<file path="config.mk">
export PLATFORM = sky130hd
export DESIGN_NAME = wb_periph_ic_1xn_flat
export DESIGN_NICKNAME = d
export VERILOG_FILES = /design/src/rtl/wb_periph_ic_1xn_if.sv /design/src/rtl/wb_periph_ic_1xn.sv /design/src/flat_wrapper.sv
export SDC_FILE = /design/constraint.sdc
export NUM_CORES = 1
export LEC_CHECK = 0
export BUFFER_PORTS_ARGS = -buffer_cell sky130_fd_sc_hd__buf_2
export CAP_MARGIN = 10
export CORE_MARGIN = 5
export CORE_UTILIZATION = 30
export CTS_BUF_LIST = sky130_fd_sc_hd__clkbuf_4 sky130_fd_sc_hd__clkbuf_8 sky130_fd_sc_hd__clkbuf_16
export DETAILED_ROUTE_END_ITERATION = 8
export PLACE_DENSITY_LB_ADDON = 0.15
export SYNTH_ARGS = -nofsm -noshare
export SYNTH_HDL_FRONTEND = slang
export SYNTH_SLANG_ARGS = --single-unit
</file>
<file path="constraint.sdc">
create_clock -name clk -period 5.2 [get_ports clk]
set_input_delay 1.04 -clock clk [delete_from_list [all_inputs] [get_ports clk]]
set_output_delay 1.04 -clock clk [all_outputs]
set_load 0.02 [all_outputs]
</file>
<file path="src/rtl/wb_periph_ic_1xn_if.sv">
// Wishbone classic bus bundle used on the master side of the peripheral
// interconnect. Widths follow the interconnect's address/data parameters.
interface wb_if #(
   parameter int WB_ADDR_WIDTH = 12,
   parameter int WB_DATA_WIDTH = 32
);
   logic [WB_ADDR_WIDTH-1:0]   ADR;
   logic [WB_DATA_WIDTH-1:0]   DAT_W;
   logic [WB_DATA_WIDTH-1:0]   DAT_R;
   logic [WB_DATA_WIDTH/8-1:0] SEL;
   logic                       WE;
   logic                       CYC;
   logic                       STB;
   logic                       ACK;
   logic                       ERR;

   // Seen from the interconnect: requests come in, responses go out.
   modport slave (
      input  ADR, DAT_W, SEL, WE, CYC, STB,
      output DAT_R, ACK, ERR
   );

   // Seen from an upstream master.
   modport master (
      output ADR, DAT_W, SEL, WE, CYC, STB,
      input  DAT_R, ACK, ERR
   );
endinterface

</file>
<file path="src/rtl/wb_periph_ic_1xn.sv">
// 1-master to N-slave Wishbone register interconnect.
// The request is registered once and then presented to a single slave chosen
// by a base/limit table (lowest index wins on overlap). Unmapped addresses
// get an ERR response, a watchdog turns a stuck slave into a timeout ERR, and
// the cause and address of the most recent error are held for software.
module wb_periph_ic_1xn #(
   parameter int WB_ADDR_WIDTH  = 12,
   parameter int WB_DATA_WIDTH  = 32,
   parameter int N_SLAVES       = 4,
   parameter logic [N_SLAVES*WB_ADDR_WIDTH-1:0] SLAVE_ADDR_BASE  = '0,
   parameter logic [N_SLAVES*WB_ADDR_WIDTH-1:0] SLAVE_ADDR_LIMIT = '0,
   parameter int TIMEOUT_CYCLES = 255
) (
   input  logic                                clk,
   input  logic                                rst,
   wb_if.slave                                 m,
   output logic [WB_ADDR_WIDTH-1:0]            s_adr,
   output logic [WB_DATA_WIDTH-1:0]            s_dat_w,
   output logic [WB_DATA_WIDTH/8-1:0]          s_sel,
   output logic                                s_we,
   output logic [N_SLAVES-1:0]                 s_cyc,
   output logic [N_SLAVES-1:0]                 s_stb,
   input  logic [N_SLAVES*WB_DATA_WIDTH-1:0]   s_dat_r,
   input  logic [N_SLAVES-1:0]                 s_ack,
   input  logic [N_SLAVES-1:0]                 s_err,
   output logic                                err_o,
   output logic [1:0]                          err_code_o,
   output logic [WB_ADDR_WIDTH-1:0]            err_addr_o
);

   localparam int SEL_W = WB_DATA_WIDTH / 8;
   localparam int IDX_W = (N_SLAVES > 1) ? $clog2(N_SLAVES) : 1;
   // Counter only needs to reach TIMEOUT_CYCLES-1; the terminal cycle itself
   // is the one in which the timeout is taken.
   localparam int CNT_W = (TIMEOUT_CYCLES > 1) ? $clog2(TIMEOUT_CYCLES) : 1;
   localparam logic [CNT_W-1:0] TO_LAST =
      CNT_W'((TIMEOUT_CYCLES > 0) ? TIMEOUT_CYCLES - 1 : 0);
   localparam bit TO_EN = (TIMEOUT_CYCLES != 0);

   localparam logic [1:0] ERR_NONE    = 2'd0;
   localparam logic [1:0] ERR_DECODE  = 2'd1;
   localparam logic [1:0] ERR_TIMEOUT = 2'd2;
   localparam logic [1:0] ERR_SLAVE   = 2'd3;

   typedef enum logic [1:0] {
      IDLE = 2'd0,
      BUSY = 2'd1,
      RESP = 2'd2
   } state_t;

   state_t                     state_q;
   logic [WB_ADDR_WIDTH-1:0]   adr_q;
   logic [WB_DATA_WIDTH-1:0]   dat_w_q;
   logic [SEL_W-1:0]           sel_q;
   logic                       we_q;
   logic [IDX_W-1:0]           idx_q;
   logic [CNT_W-1:0]           cnt_q;
   logic [N_SLAVES-1:0]        s_cyc_q;
   logic                       ack_q;
   logic                       err_q;
   logic [WB_DATA_WIDTH-1:0]   dat_r_q;
   logic                       err_o_q;
   logic [1:0]                 err_code_q;
   logic [WB_ADDR_WIDTH-1:0]   err_addr_q;

   logic                       hit_d;
   logic [IDX_W-1:0]           idx_d;
   logic                       sel_ack;
   logic                       sel_err;
   logic [WB_DATA_WIDTH-1:0]   sel_dat;
   logic                       to_hit;

   // One-hot strobe vector for the chosen slave.
   function automatic logic [N_SLAVES-1:0] onehot(input logic [IDX_W-1:0] i);
      logic [N_SLAVES-1:0] v;
      v = '0;
      for (int k = 0; k < N_SLAVES; k++) begin
         if (IDX_W'(k) == i) v[k] = 1'b1;
      end
      return v;
   endfunction

   // Address decode: scan from the top so the lowest matching index is kept.
   always_comb begin
      hit_d = 1'b0;
      idx_d = '0;
      for (int i = N_SLAVES - 1; i >= 0; i--) begin
         if ((m.ADR >= SLAVE_ADDR_BASE[i*WB_ADDR_WIDTH +: WB_ADDR_WIDTH]) &&
             (m.ADR <= SLAVE_ADDR_LIMIT[i*WB_ADDR_WIDTH +: WB_ADDR_WIDTH])) begin
            hit_d = 1'b1;
            idx_d = IDX_W'(i);
         end
      end
   end

   // Response of the selected slave only; other slaves' strobes are ignored.
   always_comb begin
      sel_ack = 1'b0;
      sel_err = 1'b0;
      sel_dat = '0;
      for (int i = 0; i < N_SLAVES; i++) begin
         if (IDX_W'(i) == idx_q) begin
            sel_ack = s_ack[i];
            sel_err = s_err[i];
            sel_dat = s_dat_r[i*WB_DATA_WIDTH +: WB_DATA_WIDTH];
         end
      end
      to_hit = TO_EN && (cnt_q == TO_LAST);
   end

   // Transfer FSM: request capture, slave wait with watchdog, one-cycle response.
   always_ff @(posedge clk) begin
      if (rst) begin
         state_q    <= IDLE;
         adr_q      <= '0;
         dat_w_q    <= '0;
         sel_q      <= '0;
         we_q       <= 1'b0;
         idx_q      <= '0;
         cnt_q      <= '0;
         s_cyc_q    <= '0;
         ack_q      <= 1'b0;
         err_q      <= 1'b0;
         dat_r_q    <= '0;
         err_o_q    <= 1'b0;
         err_code_q <= ERR_NONE;
         err_addr_q <= '0;
      end else begin
         unique case (state_q)
            IDLE: begin
               if (m.CYC && m.STB) begin
                  adr_q   <= m.ADR;
                  dat_w_q <= m.DAT_W;
                  sel_q   <= m.SEL;
                  we_q    <= m.WE;
                  idx_q   <= idx_d;
                  cnt_q   <= '0;
                  if (hit_d) begin
                     s_cyc_q <= onehot(idx_d);
                     state_q <= BUSY;
                  end else begin
                     err_q      <= 1'b1;
                     err_o_q    <= 1'b1;
                     err_code_q <= ERR_DECODE;
                     err_addr_q <= m.ADR;
                     state_q    <= RESP;
                  end
               end
            end
            BUSY: begin
               if (!m.CYC) begin
                  // Master gave up: release the slave silently.
                  s_cyc_q <= '0;
                  state_q <= IDLE;
               end else if (sel_err) begin
                  // ERR takes priority over a simultaneous ACK.
                  s_cyc_q    <= '0;
                  err_q      <= 1'b1;
                  err_o_q    <= 1'b1;
                  err_code_q <= ERR_SLAVE;
                  err_addr_q <= adr_q;
                  state_q    <= RESP;
               end else if (sel_ack) begin
                  s_cyc_q <= '0;
                  ack_q   <= 1'b1;
                  if (!we_q) dat_r_q <= sel_dat;
                  state_q <= RESP;
               end else if (to_hit) begin
                  s_cyc_q    <= '0;
                  err_q      <= 1'b1;
                  err_o_q    <= 1'b1;
                  err_code_q <= ERR_TIMEOUT;
                  err_addr_q <= adr_q;
                  state_q    <= RESP;
               end else begin
                  cnt_q <= cnt_q + 1'b1;
               end
            end
            RESP: begin
               // Response lasts one cycle; no new request is taken here.
               ack_q   <= 1'b0;
               err_q   <= 1'b0;
               err_o_q <= 1'b0;
               state_q <= IDLE;
            end
            default: begin
               s_cyc_q <= '0;
               ack_q   <= 1'b0;
               err_q   <= 1'b0;
               err_o_q <= 1'b0;
               state_q <= IDLE;
            end
         endcase
      end
   end

   assign s_adr      = adr_q;
   assign s_dat_w    = dat_w_q;
   assign s_sel      = sel_q;
   assign s_we       = we_q;
   assign s_cyc      = s_cyc_q;
   assign s_stb      = s_cyc_q;
   assign m.ACK      = ack_q;
   assign m.ERR      = err_q;
   assign m.DAT_R    = dat_r_q;
   assign err_o      = err_o_q;
   assign err_code_o = err_code_q;
   assign err_addr_o = err_addr_q;

endmodule
</file>
<file path="src/flat_wrapper.sv">
// flat-port wrapper written by rule: the top's interface ports become plain ports
module wb_periph_ic_1xn_flat 
#(
   parameter int WB_ADDR_WIDTH  = 12,
   parameter int WB_DATA_WIDTH  = 32,
   parameter int N_SLAVES       = 4,
   parameter logic [N_SLAVES*WB_ADDR_WIDTH-1:0] SLAVE_ADDR_BASE  = '0,
   parameter logic [N_SLAVES*WB_ADDR_WIDTH-1:0] SLAVE_ADDR_LIMIT = '0,
   parameter int TIMEOUT_CYCLES = 255
)
  (clk, rst, s_adr, s_dat_w, s_sel, s_we, s_cyc, s_stb, s_dat_r, s_ack, s_err, err_o, err_code_o, err_addr_o, m_ADR, m_DAT_W, m_SEL, m_WE, m_CYC, m_STB, m_DAT_R, m_ACK, m_ERR);
  wb_if #(.WB_ADDR_WIDTH(WB_ADDR_WIDTH), .WB_DATA_WIDTH(WB_DATA_WIDTH)) m_i ();
  input  logic clk;
  input  logic rst;
  output logic [WB_ADDR_WIDTH-1:0] s_adr;
  output logic [WB_DATA_WIDTH-1:0] s_dat_w;
  output logic [WB_DATA_WIDTH/8-1:0] s_sel;
  output logic s_we;
  output logic [N_SLAVES-1:0] s_cyc;
  output logic [N_SLAVES-1:0] s_stb;
  input  logic [N_SLAVES*WB_DATA_WIDTH-1:0] s_dat_r;
  input  logic [N_SLAVES-1:0] s_ack;
  input  logic [N_SLAVES-1:0] s_err;
  output logic err_o;
  output logic [1:0] err_code_o;
  output logic [WB_ADDR_WIDTH-1:0] err_addr_o;
  input wire logic [$bits(m_i.ADR)-1:0] m_ADR;
  input wire logic [$bits(m_i.DAT_W)-1:0] m_DAT_W;
  input wire logic [$bits(m_i.SEL)-1:0] m_SEL;
  input wire logic [$bits(m_i.WE)-1:0] m_WE;
  input wire logic [$bits(m_i.CYC)-1:0] m_CYC;
  input wire logic [$bits(m_i.STB)-1:0] m_STB;
  output wire logic [$bits(m_i.DAT_R)-1:0] m_DAT_R;
  output wire logic [$bits(m_i.ACK)-1:0] m_ACK;
  output wire logic [$bits(m_i.ERR)-1:0] m_ERR;
  assign m_i.ADR = m_ADR;
  assign m_i.DAT_W = m_DAT_W;
  assign m_i.SEL = m_SEL;
  assign m_i.WE = m_WE;
  assign m_i.CYC = m_CYC;
  assign m_i.STB = m_STB;
  assign m_DAT_R = m_i.DAT_R;
  assign m_ACK = m_i.ACK;
  assign m_ERR = m_i.ERR;
  wb_periph_ic_1xn #(.WB_ADDR_WIDTH(WB_ADDR_WIDTH), .WB_DATA_WIDTH(WB_DATA_WIDTH), .N_SLAVES(N_SLAVES), .SLAVE_ADDR_BASE(SLAVE_ADDR_BASE), .SLAVE_ADDR_LIMIT(SLAVE_ADDR_LIMIT), .TIMEOUT_CYCLES(TIMEOUT_CYCLES)) u_core (.clk(clk), .rst(rst), .m(m_i), .s_adr(s_adr), .s_dat_w(s_dat_w), .s_sel(s_sel), .s_we(s_we), .s_cyc(s_cyc), .s_stb(s_stb), .s_dat_r(s_dat_r), .s_ack(s_ack), .s_err(s_err), .err_o(err_o), .err_code_o(err_code_o), .err_addr_o(err_addr_o));
endmodule
</file>
# Yosys cells after proc, flatten, opt, wreduce, memory -nomap -nowiden
# Cells that the tools add are included.
# op_classes
n_lt_le_gt_ge	2
add_sub_neg	1
bitwise_logic	4
eq_ne	14
reduce_logical	12
mux	45
# ops
cell	count
$mux 12	6
$mux 8	5
$mux 4	6
$pmux 12 s2	1
$mux 2	11
$pmux 8 s2	1
$ge 12x1->1 const B	1
$le 12x1->1 const B	1
$pmux 4 s3	1
$reduce_and 6->1	2
$mux 1	10
$ne 2x2->1 const B	5
$reduce_and 5->1	2
$add 8x1->8 const B	1
$eq 8x8->1 const B	1
$pmux 2 s2	2
$reduce_and 4->1	2
$ne 2x1->1 const B	3
$ne 5x2->1 const B	1
$not 1->1	4
$pmux 1 s2	2
$reduce_and 2->1	2
$ne 3x1->1 const B	1
$ne 3x3->1 const B	1
other kinds (5)	6
# word_totals
ff_bits	111
elab_cells	90
output_inout_bits	106

# Longest topological paths before layout
# Gate-level depths: netlist of run 1.
# depth
depth_word	6
depth_mapped	7
mapped_depth_nobuf	6

# Worst setup path after synthesis of run 1
# Ideal clock, no wire load.
# synth_timing
kind	in2reg
start	input port s_err[0]
end	register u_core.err_code_q[0] (netlist: u_core.err_code_o[0])
stages	3
path_buffers	0
setup_slack_ns	3.021
t_arrival_ns	2.063
required_time_ns	5.084
cell_sequence	nand4bb_4 > or4_2 > o211a_1
# synth_via
elab_chain_cells	3
word_cells_on_any_way	6
classes_between	2 x eq/ne; 3 x mux; 1 x reduce/logical
# synth_lines
item	line_no	source
start: declaration	flat_wrapper.sv:23	input logic [N_SLAVES-1:0] s_err;
$mux 2	wb_periph_ic_1xn.sv:155	end else if (sel_err) begin
$mux 2	wb_periph_ic_1xn.sv:151	if (!m.CYC) begin
$pmux 2 s2	wb_periph_ic_1xn.sv:129	unique case (state_q)
end signal: assignment	wb_periph_ic_1xn.sv:126	err_code_q <= ERR_NONE;
end signal: assignment	wb_periph_ic_1xn.sv:144	err_code_q <= ERR_DECODE;
end signal: assignment	wb_periph_ic_1xn.sv:160	err_code_q <= ERR_SLAVE;
end: declaration	wb_periph_ic_1xn.sv:63	logic [1:0] err_code_q;
# Several ways; a longest one is shown, not always the timed one. The select of a mux whose other input is x is not followed.
# A chain may end at the register's enable or synchronous reset.

# Worst setup path in the final report of run 1
# layout_timing
start	input port m_ADR[1]
end	register u_core.err_code_q[0] (netlist: u_core.err_code_o[0])
# layout_via
elab_chain_cells	5
word_cells_on_any_way	6
classes_between	2 x order compare; 1 x eq/ne; 1 x mux; 2 x reduce/logical
# layout_lines
item	line_no	source
start: declaration	flat_wrapper.sv:27	input wire logic [$bits(m_i.ADR)-1:0] m_ADR;
$ge 12x1->1 / $le 12x1->1 (equally long branches)	wb_periph_ic_1xn.sv:88, wb_periph_ic_1xn.sv:89	
$logic_and 1x1->1 (*)	wb_periph_ic_1xn.sv:88	if ((m.ADR >= SLAVE_ADDR_BASE[i*WB_ADDR_WIDTH +: WB_ADDR_WIDTH]) &&
$mux 1 (*)	wb_periph_ic_1xn.sv:88	
$ne 2x2->1 (no line) (*)	n/a	
$reduce_and 6->1 (no line) (*)	n/a	
# Mark *: on every way between the ends. The rest lies on a longest branch, timed or not.

==> results of run 1 <==
cells in the mapped netlist, drive strengths merged, types with 5 or more instances:
library cell / number
mux2i: 12
nand2: 169
a31oi: 14
a211oi: 14
nor4: 5
buf: 30
o21ai: 8
nor2: 10
clkbuf: 14
dfxtp: 108
nor3: 6
a21oi: 88
inv: 8
power by group:
group          internal [µW]  switching [µW]  total [µW]
Sequential               852            14.2         866
Combinational           66.8             116         183
Clock                    446             306         752
Total                   1360             436        1800
stage by stage:
step | hold slack (ns) | instances | total power (µW) | utilization, %
global route | 0.4696 | 876 | 1878 | 39.37
floorplan | 0.4954 | 533 | 994.8 | -
finish | 0.4492 | 876 | 1800 | 39.37
CTS | 0.4529 | 876 | 1832 | 39.37
detailed placement | 0.4430 | 860 | 1070 | 37.12
global placement | 0.4384 | 860 | 1067 | 37.12
worst max-delay path, stage by stage:
cell and delay, ns:
buf_2 0.12, nor4_1 0.56, nand4_1 0.69, and3_4 0.52, o211a_1 0.22
routing by layer:
layer	wire length (µm)	vias up	track usage, %
met4	190	0	5.200
li1	-	2105	-
met5	0	-	0
met3	952	14	4.587
met1	5608	1897	17.64
met2	6155	138	24.35
worst paths after layout:
check / from / endpoint / slack (ns) / depth (start not counted)
worst max-delay path: m_ADR[1] / u_core.err_code_o[0] / 2.28 / 5
worst min-delay path: u_core.m.DAT_R[13] / u_core.m.DAT_R[13] / 0.45 / 2
worst max register to register: u_core.state_q[0] / u_core.cnt_q[4] / 2.89 / 4
worst min register to register: u_core.m.DAT_R[13] / u_core.m.DAT_R[13] / 0.45 / 2
kinds of logic after synthesis:
group	after synthesis
adder cells (fa/ha/maj)	2
AO/OA/AOI/OAI	140
other	1
AND/OR/NAND/NOR	213
buffers and inverters	52
multiplexers	12
flip-flops	108
sequential cells by signal, summed over array words and instances (netlist names):
register,count
u_core.s_adr,12
u_core.err_o,1
u_core.s_cyc,1
u_core.s_dat_w,32
u_core.s_sel,4
u_core.err_code_o,2
u_core.state_q,2
u_core.cnt_q,8
u_core.m.ACK,1
u_core.s_we,1
u_core.m.DAT_R,32
u_core.err_addr_o,12
area by class of cell:
| type | instances | area share, % |
|---|---|---|
| Clock inverter | 4 | 1.268 |
| Timing Repair Buffer | 187 | 16.44 |
| Inverter | 8 | 0.5248 |
| Tap cell | 184 | 4.024 |
| Clock buffer | 12 | 4.439 |
| Multi-Input combinational cell | 373 | 35.51 |
| Sequential cell | 108 | 37.79 |
==> summary.txt, run 1 <==
Worst setup path
  – CP startpoint kind: primary input
  – CP required: 5.44 ns
  – Arrival @ worst endpoint: 3.16 ns
  – Max FO, Critical Path: 14
  – CP Capture Type: flop
  – CP Class: in -> reg

Floorplan
  – Die Wd: 131.6 µm
  – I/O pin total: 295
  – Rows: 44
  – Placeable Area: 0.01453 mm²
  – Die Y: 131.6 µm
  – Total die area: 0.01732 mm²
  – Starting Density: 30.53%

CTS
  – Htree depth: 3
  – # hold bufs at CTS: 0
  – CTS resizes: 0
  – Num CTS Buffers: 9
  – Post-CTS Setup Inserts: 0
  – Clock-pin transition on the worst setup and hold timing paths: 0.07 ns
  – CTS tree: built
  – Root Buffer: clkbuf_16
  – Maximum clock path buffer count: 2
  – Skew-Pair Late Insertion Delay: 0.35 ns
  – CTS sink count: 108

Placement
  – Routability congestion estimate: 0.7857
  – Pre-CTS setup slack: 1.953 ns
  – Placed cell areas: 0.005395 mm²
  – Number of buffers added on ports: 186
  – Dpl hpwl: 8938 µm

Logic synthesis
  – Synth Area in Compound Gates: 20.50%
  – Synth Area in Adders: 0.5640%
  – Cell accounting for the most synthesized area: dfxtp_1
  – Ys async rst share: 0%
  – Mux contribution to synthesized area: 2.707%
  – Post-Syn Area: 0.004437 mm²
  – Synth area leaders: dfxtp_1 (49%), nand2_1 (14%), a21oi_1 (9.9%)
  – Top cell type's share of synthesized area: 48.73%
  – Yosys cell types: 54
  – Post-Synthesis Cells: 528
  – Seq cells post-synth: 108
  – Main synth FF type: dfxtp_1
  – Post-Synth XOR/XNOR Area: 0%
  – Sequential cell area fraction in the yosys report: 48.73%
  – Largest family of logic cells by synthesized area: simple AND/OR/NAND/NOR gates
  – Post-Synth Simple-Gate Area: 21.29%
  – Syn Area/Cell: 8.403 µm²
  – Synth Warn #: 0
  – Post-synth EDFFs: 0

Timing
  – Max Clk Rate: 0.3426 GHz
  – Clk_skew: 0.004918 ns
  – Final critical-path setup slack: 2.281 ns
  – Setup violations, final: 0
  – RSZ-0062 raised after global routing: no
  – Final Critical Period: 2.919 ns
  – Relative slew slack: 24.94%
  – Final Hold Violating Endpoints: 0
  – Period utilization: 56.13%
  – Fin. max-slew vios: 0
  – TNS Setup: 0 ns
  – Slew at the pin closest to its max-slew limit: 1.122 ns

Drt
  – Vias post-DR: 4,154
  – Remaining routing DRC violations: 0
  – Detailed Route Iter0 Violations: 192
  – Drt first pass iters: 4
  – Antenna-violating nets left: 0
  – Routed len/inst: 14.73 µm
  – Via density: 4.742
  – Drt total wl: 12,910 µm

Power
  – Maximum vdd drop: 0.1741 mV
  – Pleak: 0.002537 µW
  – Cell area power density: 314.7 mW/mm²

Cells and area
  – Ant. Diodes: 0
  – Register Area: 0.002162 mm²
  – Area growth syn-to-layout: 28.96%
  – Design area: 0.005722 mm²
  – Area of the multi-input gates: 0.002032 mm²
  – Fillcell total: 1,528
  – Most frequent cells in the layout: buf_2 (185), nand2_1 (168), dfxtp_1 (108), a21oi_1 (88), a31oi_1 (14)
  – Layout cells sized above 1: 33.38%
  – Most common cell after layout, fill and taps aside: buf_2
  – Layout Nets: 878

GRT
  – GRT Overall Usage: 14.56%
  – Number of global-route vias before repair: 4,073
  – First-pass GRT wire length: 20,970 µm
  – Largest net degree at the start of global routing: 73
  – Congestion Overflow GR: 0
  – Initial antenna violation count: 0

Status
  – Outcome: complete, no violations

Min path
  – HP Class: reg -> reg

Run
  – Max_cap viols: 0
Power figures use the tool's default switching activity.
==> run 2, diff against run 1 <==
Clock period 5.2 ns to 2.8 ns, I/O delays scaled along.
==> summary.txt, run 2 (synthesis gave the netlist of run 1 again) <==
Cells and area
  – Layout Nets: 886 (+0.91%)
  – Layout cells sized above 1: 34.14% (+0.76 points)
  – Area growth syn-to-layout: 29.78%
  – Ant. Diodes: 0 (unchanged)
  – Most common cell after layout, fill and taps aside: buf_2
  – Most frequent cells in the layout: buf_2 (185), nand2_1 (168), dfxtp_1 (108), a21oi_1 (88), a31oi_1 (14)

Worst setup path
  – Levels on crit path: 4 (-1)
  – Slowest cell on the critical path: or3_1
  – R2r worst-path depth: 4 (unchanged)
  – CP Capture Type: flop
  – CP required: 3.02 ns (-2.42 ns)
  – Delay-heaviest family, CP: simple AND/OR/NAND/NOR gates
  – CP Class: reg -> reg
  – Arrival @ worst endpoint: 2.21 ns (-0.95 ns)
  – Max FO, Critical Path: 32 (+18)
  – Buf/Inv on CP: 0 (-1)
  – CP Cell Sequence: nand4bb_4 -> or3_1 -> nand2_1 -> a21oi_1
  – CP startpoint kind: flop
  – Slowest Stage Delay on Critical Path: 0.78 ns (+0.09 ns)

Power
  – Cell area power density: 550.2 mW/mm² (+75%)
  – Int Pwr: 2341 µW (+72%)
  – Logic pwr share: 11.0% (+0.9 points)
  – Switching Fraction: 26.11% (+1.9 points)
  – Maximum vdd drop: 0.2611 mV (+50%)
  – Sequential power share: 50.7% (+2.6 points)
  – Pleak: 0.002557 µW (+0.79%)
  – P_sw: 827.1 µW (+90%)
  – Clock share of power: 38.3% (-3.5 points)

Drt
  – Drt total wl: 12,930 µm (+0.16%)
  – Detailed Route Iter0 Violations: 177 (-7.8%)
  – Routed len/inst: 14.62 µm (-0.74%)
  – Vias post-DR: 4,160 (+0.14%)
  – Antenna-violating nets left: 0 (unchanged)
  – Drt first pass iters: 4 (unchanged)
  – Via density: 4.706 (-0.76%)
  – Remaining routing DRC violations: 0 (unchanged)

Status
  – Outcome: complete, no violations

Floorplan
  – Die Y: 131.6 µm (unchanged)
  – Rows: 44 (unchanged)
  – Placeable Area: 0.01453 mm² (unchanged)
  – Total die area: 0.01732 mm² (unchanged)
  – Die Wd: 131.6 µm (unchanged)
  – Starting Density: 30.53% (unchanged)
  – I/O pin total: 295 (unchanged)

Timing
  – Final Critical Period: 1.983 ns
  – Max Clk Rate: 0.5043 GHz
  – Slew at the pin closest to its max-slew limit: 1.040 ns (-0.08179 ns)
  – Clk_skew: 0.008559 ns (+0.003641 ns)
  – Setup violations, final: 0 (unchanged)
  – TNS Setup: 0 ns (unchanged)
  – Relative slew slack: 30.64% (+5.7 points)
  – Period utilization: 70.82%
  – Fin. max-slew vios: 0 (unchanged)
  – RSZ-0062 raised after global routing: no
  – Final Hold Violating Endpoints: 0 (unchanged)
  – Fin Hold WS: 0.4428 ns (-0.006363 ns)

CTS
  – Maximum clock path buffer count: 2 (unchanged)
  – Num CTS Buffers: 9 (unchanged)
  – Clock-pin transition on the worst setup and hold timing paths: 0.07 ns (about the same)
  – CTS tree: built
  – Root Buffer: clkbuf_16
  – Htree depth: 3 (unchanged)
  – Skew-Pair Late Insertion Delay: 0.35 ns (about the same)
  – CTS sink count: 108 (unchanged)
  – # hold bufs at CTS: 0 (unchanged)
  – CTS resizes: 0 (unchanged)
  – Post-CTS Setup Inserts: 0 (unchanged)

Min path
  – Hold depth: 3 (+1)
  – HP Class: in -> reg

Placement
  – Routability congestion estimate: 0.8194 (+4.3%)
  – Dpl hpwl: 9204 µm (+3.0%)
  – Number of buffers added on ports: 186 (unchanged)

GRT
  – GRT Overall Usage: 14.51% (-0.056 points)
  – Largest net degree at the start of global routing: 66 (-9.6%)
  – First-pass GRT wire length: 20,950 µm (-0.10%)
  – Initial antenna violation count: 0 (unchanged)
  – Congestion Overflow GR: 0 (unchanged)
  – Number of global-route vias before repair: 4,046 (-0.66%)

Run
  – Max_cap viols: 0 (unchanged)
## run 2: cell type report
type	instances	area [µm²]
Clock buffer	11	240.2
Multi-Input combinational cell	373	2032
Sequential cell	108	2162
Tap cell	184	230.2
Inverter	8	30.03
Fill cell	1566	8776
Timing Repair Buffer	195	1026
Clock inverter	5	37.54
## run 2: routing by layer
| layer | up-vias | routed length, µm | track usage [%] |
|---|---|---|---|
| met4 | 0 | 159 | 4.629 |
| met1 | 1916 | 5723 | 18.31 |
| li1 | 2115 | - | - |
| met3 | 10 | 925 | 4.396 |
| met5 | - | 0 | 0 |
| met2 | 119 | 6119 | 23.79 |
## run 2: final timing paths
path	from	end	slack [ns]
max	u_core.state_q[0]	u_core.m.DAT_R[29]	0.82
min	m_DAT_W[16]	u_core.s_dat_w[16]	0.44
max reg2reg	u_core.state_q[0]	u_core.m.DAT_R[29]	0.82
min reg2reg	u_core.s_dat_w[31]	u_core.s_dat_w[31]	0.45
## run 2: worst register-to-register path: stages, from the launching register on
cell and delay [ns]:
dfxtp_1 0.55, nand4bb_4 0.23, or3_1 0.78, nand2_1 0.23, a21oi_1 0.08
## run 2: stage by stage
step	setup WS [ns]	total power (µW)	utilization (%)	std cells	instance area, µm²
floorplan	1.101	1847	-	533	4456
global route	0.6362	3319	39.62	884	5758
finish	0.8171	3168	39.62	884	5758
global placement	0.6093	1991	37.71	868	5480
CTS	0.7798	3231	39.62	884	5758
detailed placement	0.5620	1996	37.71	868	5480
## run 2: power groups by stage
stage	Clock (µW)	Sequential (µW)	Combinational (µW)
2_1_floorplan	0	1700	149
3_3_place_gp	0	1640	349
3_5_place_dp	0	1640	352
4_1_cts	1270	1610	353
5_1_grt	1320	1610	380
6_report	1210	1610	348
